### config.mk
export PLATFORM = sky130hd
export DESIGN_NAME = cal_abs_pipe
export DESIGN_NICKNAME = d
export VERILOG_FILES = /design/src/rtl/cal_abs_pkg.sv /design/src/rtl/cal_abs_sqrt_stage.sv /design/src/rtl/cal_abs_pipe.sv
export SDC_FILE = /design/constraint.sdc
export NUM_CORES = 1
export LEC_CHECK = 0
export BUFFER_PORTS_ARGS = -buffer_cell sky130_fd_sc_hd__buf_4
export CORE_MARGIN = 2
export CORE_UTILIZATION = 40
export CTS_CLUSTER_DIAMETER = 100
export DETAILED_ROUTE_END_ITERATION = 8
export PLACE_DENSITY = 0.56
export SKIP_CTS_REPAIR_TIMING = 1
export SYNTH_ARGS = -nofsm -noshare
export SYNTH_HDL_FRONTEND = slang
export SYNTH_SLANG_ARGS = --single-unit
### constraint.sdc
create_clock -name clk -period 5.8 [get_ports clk]
set_input_delay 0.58 -clock clk [delete_from_list [all_inputs] [get_ports clk]]
set_output_delay 0.58 -clock clk [all_outputs]
set_load 0.03 [all_outputs]
### src/rtl/cal_abs_pkg.sv
// Shared sizing helpers for the cal_abs magnitude pipeline.
//
// Derives every internal width from DATA_W so the top, the root stages and
// the benches agree on the pipeline geometry.
//
// Compile-time option: CAL_ABS_ROUND_EN adds one round-to-nearest stage
// after the last root stage (one extra cycle of latency).
package cal_abs_pkg;

    // Width of one square.
    function automatic int cal_sq_w(input int data_w);
        return 2 * data_w;
    endfunction

    // Width of the sum of two squares; it cannot overflow.
    function automatic int cal_sum_w(input int data_w);
        return 2 * data_w + 1;
    endfunction

    // Root width: ceil(SUM_W/2).
    function automatic int cal_out_w(input int data_w);
        return data_w + 1;
    endfunction

    // The remainder never exceeds 2*root, so one bit more than the root.
    function automatic int cal_rem_w(input int out_w);
        return out_w + 1;
    endfunction

    // LSB of the radicand bit pair consumed by a root stage (stage 0 = MSB pair).
    function automatic int cal_pair_lsb(input int out_w, input int stage);
        return 2 * (out_w - 1 - stage);
    endfunction

`ifdef CAL_ABS_ROUND_EN
    localparam int ROUND_STAGES = 1;
`else
    localparam int ROUND_STAGES = 0;
`endif

    // Cycles from acceptance to val_o: squares, sum, one stage per root bit,
    // plus the optional rounding stage.
    function automatic int cal_lat(input int data_w);
        return 2 + cal_out_w(data_w) + ROUND_STAGES;
    endfunction

    localparam int LAT = cal_lat(8);

endpackage

### src/rtl/cal_abs_sqrt_stage.sv
// One restoring square-root iteration of the cal_abs pipeline.
//
// Brings down the next radicand bit pair, tries to subtract (4*root + 1)
// and appends the resulting root bit. All outputs are registers that
// advance only while adv is high.
//
// Ports:
//   clk, rst          clock, synchronous active-high reset
//   adv               global pipeline advance (low = hold)
//   cur_val/cur_tag   valid bit and sideband of the incoming sample
//   cur_root/cur_rem  partial root and remainder from the previous stage
//   cur_rad           full radicand, carried along with the sample
//   nxt_*             the same quantities after this iteration
module cal_abs_sqrt_stage
    import cal_abs_pkg::*;
#(
    parameter int OUT_W = 9,
    parameter int TAG_W = 1,
    parameter int STAGE = 0
) (
    input  logic               clk,
    input  logic               rst,
    input  logic               adv,
    input  logic               cur_val,
    input  logic [TAG_W-1:0]   cur_tag,
    input  logic [OUT_W-1:0]   cur_root,
    input  logic [OUT_W:0]     cur_rem,
    input  logic [2*OUT_W-1:0] cur_rad,
    output logic               nxt_val,
    output logic [TAG_W-1:0]   nxt_tag,
    output logic [OUT_W-1:0]   nxt_root,
    output logic [OUT_W:0]     nxt_rem,
    output logic [2*OUT_W-1:0] nxt_rad
);

    localparam int REM_W = cal_rem_w(OUT_W);
    localparam int SH_W  = REM_W + 2;
    localparam int LSB   = cal_pair_lsb(OUT_W, STAGE);

    logic [SH_W-1:0]  rem_sh;
    logic [SH_W-1:0]  trial;
    logic [SH_W-1:0]  diff;
    logic             take;
    logic [OUT_W-1:0] root_new;
    logic [REM_W-1:0] rem_new;
    logic [1:0]       unused_diff_hi;

    // NOTE: every variable is assigned on every path through this block, so
    // no latch is inferred; a missing else-branch here would create one.
    always_comb begin
        rem_sh   = {cur_rem, cur_rad[LSB +: 2]};
        trial    = {1'b0, cur_root, 2'b01};
        diff     = rem_sh - trial;
        take     = (rem_sh >= trial);
        // The remainder stays <= 2*root, so the top two bits are always zero.
        rem_new  = take ? diff[REM_W-1:0] : rem_sh[REM_W-1:0];
        root_new = {cur_root[OUT_W-2:0], take};
    end

    assign unused_diff_hi = diff[SH_W-1:REM_W];

    // NOTE: the datapath registers are reset along with the valid bits so
    // that the pipeline output reads zero after reset, not stale data.
    always_ff @(posedge clk) begin
        if (rst) begin
            nxt_val  <= 1'b0;
            nxt_tag  <= '0;
            nxt_root <= '0;
            nxt_rem  <= '0;
            nxt_rad  <= '0;
        end else if (adv) begin
            nxt_val  <= cur_val;
            nxt_tag  <= cur_tag;
            nxt_root <= root_new;
            nxt_rem  <= rem_new;
            nxt_rad  <= cur_rad;
        end
    end

endmodule

### src/rtl/cal_abs_pipe.sv
// Pipelined complex magnitude: abs_o = floor(sqrt(real_i^2 + imag_i^2)).
//
// Stage S0 registers the two squares, S1 their sum, then OUT_W restoring
// root stages produce one root bit each, MSB first. A single global advance
// (adv = ~val_o | rdy_i) stalls every stage at once while the consumer
// holds off; bubbles are not squeezed out during a stall.
//
// Ports:
//   clk, rst          clock, synchronous active-high reset
//   val_i/rdy_o       input handshake; sample taken when both are high
//   real_i/imag_i     complex sample (two's complement if SIGNED_IN)
//   tag_i             sideband travelling with the sample
//   val_o/rdy_i       output handshake; result taken when both are high
//   abs_o/tag_o       magnitude and its matching sideband
//
// Compile-time option: CAL_ABS_ROUND_EN rounds to nearest through one extra
// stage (latency 3+OUT_W instead of 2+OUT_W).
module cal_abs_pipe
    import cal_abs_pkg::*;
#(
    parameter int DATA_W    = 8,
    parameter int SIGNED_IN = 1,
    parameter int TAG_W     = 1
) (
    input  logic              clk,
    input  logic              rst,
    input  logic              val_i,
    output logic              rdy_o,
    input  logic [DATA_W-1:0] real_i,
    input  logic [DATA_W-1:0] imag_i,
    input  logic [TAG_W-1:0]  tag_i,
    output logic              val_o,
    input  logic              rdy_i,
    output logic [DATA_W:0]   abs_o,
    output logic [TAG_W-1:0]  tag_o
);

    localparam int SQ_W  = cal_sq_w(DATA_W);
    localparam int SUM_W = cal_sum_w(DATA_W);
    localparam int OUT_W = cal_out_w(DATA_W);
    localparam int REM_W = cal_rem_w(OUT_W);
    localparam int RAD_W = 2 * OUT_W;

    logic adv;

    assign adv   = ~val_o | rdy_i;
    assign rdy_o = adv & ~rst;

    // Extending to SQ_W before multiplying makes the low SQ_W product bits
    // the exact square in both signed and unsigned mode.
    logic            sgn_re;
    logic            sgn_im;
    logic [SQ_W-1:0] re_ext;
    logic [SQ_W-1:0] im_ext;

    always_comb begin
        sgn_re = (SIGNED_IN != 0) && real_i[DATA_W-1];
        sgn_im = (SIGNED_IN != 0) && imag_i[DATA_W-1];
        re_ext = {{DATA_W{sgn_re}}, real_i};
        im_ext = {{DATA_W{sgn_im}}, imag_i};
    end

    logic             s0_val;
    logic [TAG_W-1:0] s0_tag;
    logic [SQ_W-1:0]  s0_sq_re;
    logic [SQ_W-1:0]  s0_sq_im;
    logic             s1_val;
    logic [TAG_W-1:0] s1_tag;
    logic [SUM_W-1:0] s1_sum;

    // NOTE: state is updated with non-blocking assignments so every stage
    // samples its predecessor's old value and the shift happens in lockstep.
    always_ff @(posedge clk) begin
        if (rst) begin
            s0_val   <= 1'b0;
            s0_tag   <= '0;
            s0_sq_re <= '0;
            s0_sq_im <= '0;
            s1_val   <= 1'b0;
            s1_tag   <= '0;
            s1_sum   <= '0;
        end else if (adv) begin
            s0_val   <= val_i;
            s0_tag   <= tag_i;
            s0_sq_re <= re_ext * re_ext;
            s0_sq_im <= im_ext * im_ext;
            s1_val   <= s0_val;
            s1_tag   <= s0_tag;
            s1_sum   <= {1'b0, s0_sq_re} + {1'b0, s0_sq_im};
        end
    end

    // Index k feeds root stage k; index OUT_W is the last stage's output.
    logic             val_p  [0:OUT_W];
    logic [TAG_W-1:0] tag_p  [0:OUT_W];
    logic [OUT_W-1:0] root_p [0:OUT_W];
    logic [REM_W-1:0] rem_p  [0:OUT_W];
    logic [RAD_W-1:0] rad_p  [0:OUT_W];

    assign val_p[0]  = s1_val;
    assign tag_p[0]  = s1_tag;
    assign root_p[0] = '0;
    assign rem_p[0]  = '0;
    // Radicand padded by one leading zero to an even number of bits.
    assign rad_p[0]  = {1'b0, s1_sum};

    for (genvar k = 0; k < OUT_W; k++) begin : g_root
        cal_abs_sqrt_stage #(
            .OUT_W (OUT_W),
            .TAG_W (TAG_W),
            .STAGE (k)
        ) u_stage (
            .clk      (clk),
            .rst      (rst),
            .adv      (adv),
            .cur_val  (val_p[k]),
            .cur_tag  (tag_p[k]),
            .cur_root (root_p[k]),
            .cur_rem  (rem_p[k]),
            .cur_rad  (rad_p[k]),
            .nxt_val  (val_p[k+1]),
            .nxt_tag  (tag_p[k+1]),
            .nxt_root (root_p[k+1]),
            .nxt_rem  (rem_p[k+1]),
            .nxt_rad  (rad_p[k+1])
        );
    end

    logic unused_tail;
    assign unused_tail = ^{rad_p[OUT_W], rem_p[OUT_W]};

`ifdef CAL_ABS_ROUND_EN
    // sqrt(x) >= r + 0.5 exactly when x - r^2 > r; r + 1 still fits OUT_W.
    logic             rnd_up;
    logic             rnd_val;
    logic [TAG_W-1:0] rnd_tag;
    logic [OUT_W-1:0] rnd_abs;

    assign rnd_up = (rem_p[OUT_W] > {1'b0, root_p[OUT_W]});

    always_ff @(posedge clk) begin
        if (rst) begin
            rnd_val <= 1'b0;
            rnd_tag <= '0;
            rnd_abs <= '0;
        end else if (adv) begin
            rnd_val <= val_p[OUT_W];
            rnd_tag <= tag_p[OUT_W];
            rnd_abs <= root_p[OUT_W] + {{(OUT_W-1){1'b0}}, rnd_up};
        end
    end

    assign val_o = rnd_val;
    assign tag_o = rnd_tag;
    assign abs_o = rnd_abs;
`else
    assign val_o = val_p[OUT_W];
    assign tag_o = tag_p[OUT_W];
    assign abs_o = root_p[OUT_W];
`endif

endmodule

==> results.yml <==
floorplanning:
  die_area_um2: 41300
  dieHeight_um: 203
  start_util_pct: 40.7
  std_cell_rows: 72
  core_area_um2: 38900
  pin_count: 33
  die_w_um: 203
global_route:
  grt_usage_pct: 16.4
  grt_use_met2_pct: 28.0
  grt_pass1_wl_um: 57500
  grtUsageMet3_pct: 1.85
  grt_util_met1_pct: 22.2
  gr-total-overflow: 0
  antenna_found_initial: 0
  grt_max_degree: 209
  grt_pass1_vias: 11879
  gr-max-usage-layer: "met2"
flow_run:
  cap_violations: 0
place:
  gp_congestion: 0.844
  dpl.hpwl_um: 23400
  io_buffer_count: 32
  post-place-ws_ns: 0.539
  dpl.cell_count: 2428
  placed_cell_area_um2: 16400
critical_path:
  cp-end-kind: "flop"
  critPathLaunchType: "input port"
  required_ns: 6.27
  ff2ff_setup_slack_ns: 2.98
  critical_path.max_fanout: 8
  arrival_ns: 5.10
  worstSetupPathType: "in -> reg"
synthesis:
  synth_area_um2: 15900
  synth_common_cells: "nand2_1, dfxtp_1, inv_1, a21oi_1, ha_1"
  yosysMostFrequentCell: "nand2_1"
  seq_area_frac_synth_pct: 31.8
  synthAdderAreaFrac_pct: 20.2
  synth_xor_area_share_pct: 4.25
  synth_simple_gate_area_share_pct: 19.4
  synthArstFlopShare_pct: 0
  synth_compound_area_share_pct: 16.5
  post_synth_num_cell_types: 71
  synth_warnings: 0
  synthCells: 1968
  synth_edf_count: 0
  synth_top_cell_area_share_pct: 31.8
  synth_ff_type: "dfxtp_1"
  synth_area_leaders: "dfxtp_1, fa_1, ha_1"
  syn-mean-instance-area_um2: 8.06
  synth_top_family_by_area: "adder cells"
  yosysTopAreaCell: "dfxtp_1"
  synthMuxAreaShare_pct: 0.331
  synth-seq-cells: 252
  synth_nets: 2195
layout:
  area_growth_pct: 10.2
  num_antenna_cells: 0
  fin_area_um2: 17500
  drive_gt1_share_pct: 5.75
  nFillCells: 3933
  instances_no_fill: 2482
  nets: 2168
sta:
  clock-skew-final_ns: 0.0208
  drv_slew: 0
  hold_ws_ns: 0.281
  slew_headroom_pct: 32.4
  finalCriticalPeriod_ns: 4.63
  fmax_ghz: 0.216
  setup_viol: 0
  finalWorstSetupSlack_ns: 1.17
  finalHoldViolations: 0
  rsz0062_at_grt: "false"
  min_period_over_period_pct: 79.8
  tns_ns: 0
  worst-slew-pin-transition_ns: 1.01
power_and_ir_drop:
  max-vdd-ir-drop_uv: 238
  p_leak_nw: 7.40
  power_density_nw_per_um2: 472
clock_network:
  clock_latency_ns: 0.56
  htreeDepth: 1
  cts_buffers: 29
  cts_tree: "built"
  cts_sinks: 252
  clockBufferDepth: 3
  cts_root_buffer: "clkbuf_16"
  clk_pin_slew_worst_paths_ns: 0.06
min_path:
  hold_path.class: "in -> reg"
routing:
  viasPerCell: 4.96
  wire_per_inst_um: 13.4
  drtPass1Iterations: 5
  ant_nets: 0
  finalWirelength_um: 33300
  dr.first_iter.drc_count: 684
  drc: 0
  num_vias: 12313
status:
  status: "complete, no violations"
-- cell families (layout without fill, tap and decap cells) --
logic type / after synthesis / count (layout)
compound gates: 421 / 421
xor+xnor: 77 / 77
fa+ha+maj: 206 / 206
buf+inv: 314 / 310
flops: 252 / 252
mux: 5 / 5
simple gates: 693 / 693
-- report_power, final --
| part | switching, mW | leakage (nW) | internal, mW | total, mW |
|---|---|---|---|---|
| Combinational | 2.10 | 4.82 | 1.81 | 3.91 |
| Clock | 0.749 | 0.509 | 1.22 | 1.97 |
| Sequential | 0.276 | 2.07 | 2.10 | 2.38 |
-- cell usage in the layout (no fill, tap or decap), types with 4 or more instances in the layout --
cell type	count
or3_1	10
o31ai_1	4
clkbuf_16	29
o21bai_1	4
a31o_2	6
o21a_1	23
clkbuf_8	7
nor2_1	109
bufinv_16	5
a311oi_1	4
nand2_1	395
and2_1	36
and3_1	5
clkbuf_1	4
clkinv_2	5
or4_1	4
o21ai_0	53
a211oi_1	61
nand2b_1	19
nor4_1	9
nor2b_1	22
xor2_1	15
o31a_1	5
nand3b_1	6
buf_4	37
ha_1	123
a21boi_0	5
nand3_1	14
a21oi_1	204
nor3_1	41
fa_1	83
xnor2_1	62
inv_1	217
a31oi_1	5
dfxtp_1	252
a21o_1	15
-- sequential cells by signal (all words and copies together), names as in the netlist --
| signal | flops |
|---|---|
| s0_sq_re | 15 |
| s1_sum | 17 |
| s0_sq_im | 15 |
| s1_val | 1 |
| s0_val | 1 |
| s0_tag | 1 |
| g_root.u_stage.nxt_val | 9 |
| g_root.u_stage.nxt_rem | 66 |
| g_root.u_stage.nxt_tag | 9 |
| g_root.u_stage.nxt_root | 45 |
| s1_tag | 1 |
| g_root.u_stage.nxt_rad | 72 |
-- worst paths after layout --
path	startpoint	endpoint	cells past startpoint
worst max-delay path	imag_i[2]	s0_sq_im[15]	17
worst min-delay path	val_i	s0_val	3
worst max register to register	g_root[5].u_stage.nxt_root[3]	g_root[6].u_stage.nxt_rem[6]	9
worst min register to register	s1_sum[4]	g_root[0].u_stage.nxt_rad[4]	2
-- layer usage --
layer	up-vias	part of all wire (%)
met5	-	0
met4	0	1.8
met3	40	2.3
met2	105	47
met1	5735	49
li1	6433	-
-- stage by stage --
stage                     power, mW  utilization, %
after floorplan                5.55               -
after global placement         6.29            42.2
after detailed placement       6.35            42.2
after CTS                      8.36            44.9
after global routing           9.04            44.9
final                          8.25            44.9
-- critical path, stage by stage --
cell and delay (ns):
buf_4 0.14, inv_1 0.18, nand2_1 0.11, fa_1 0.54, inv_1 0.05, fa_1 0.50, fa_1 0.54, inv_1 0.05
fa_1 0.53, inv_1 0.04, ha_1 0.24, or3_1 0.36, o221a_2 0.25, o41ai_1 0.41, o21ai_0 0.19, xnor2_1 0.16
a211oi_1 0.23
-- layout make-up --
type                    instances  area [µm²]  area share, %
clock buffers                  39         823           4.71
flip-flops and latches        252        5040           28.9
multi-input cells            1402        9620           55.0
repair buffers                 39         312           1.78
well taps                     518         648           3.71
clock inverters                15         216           1.24
inverters                     217         815           4.66
Power figures use the tool's default switching activity.
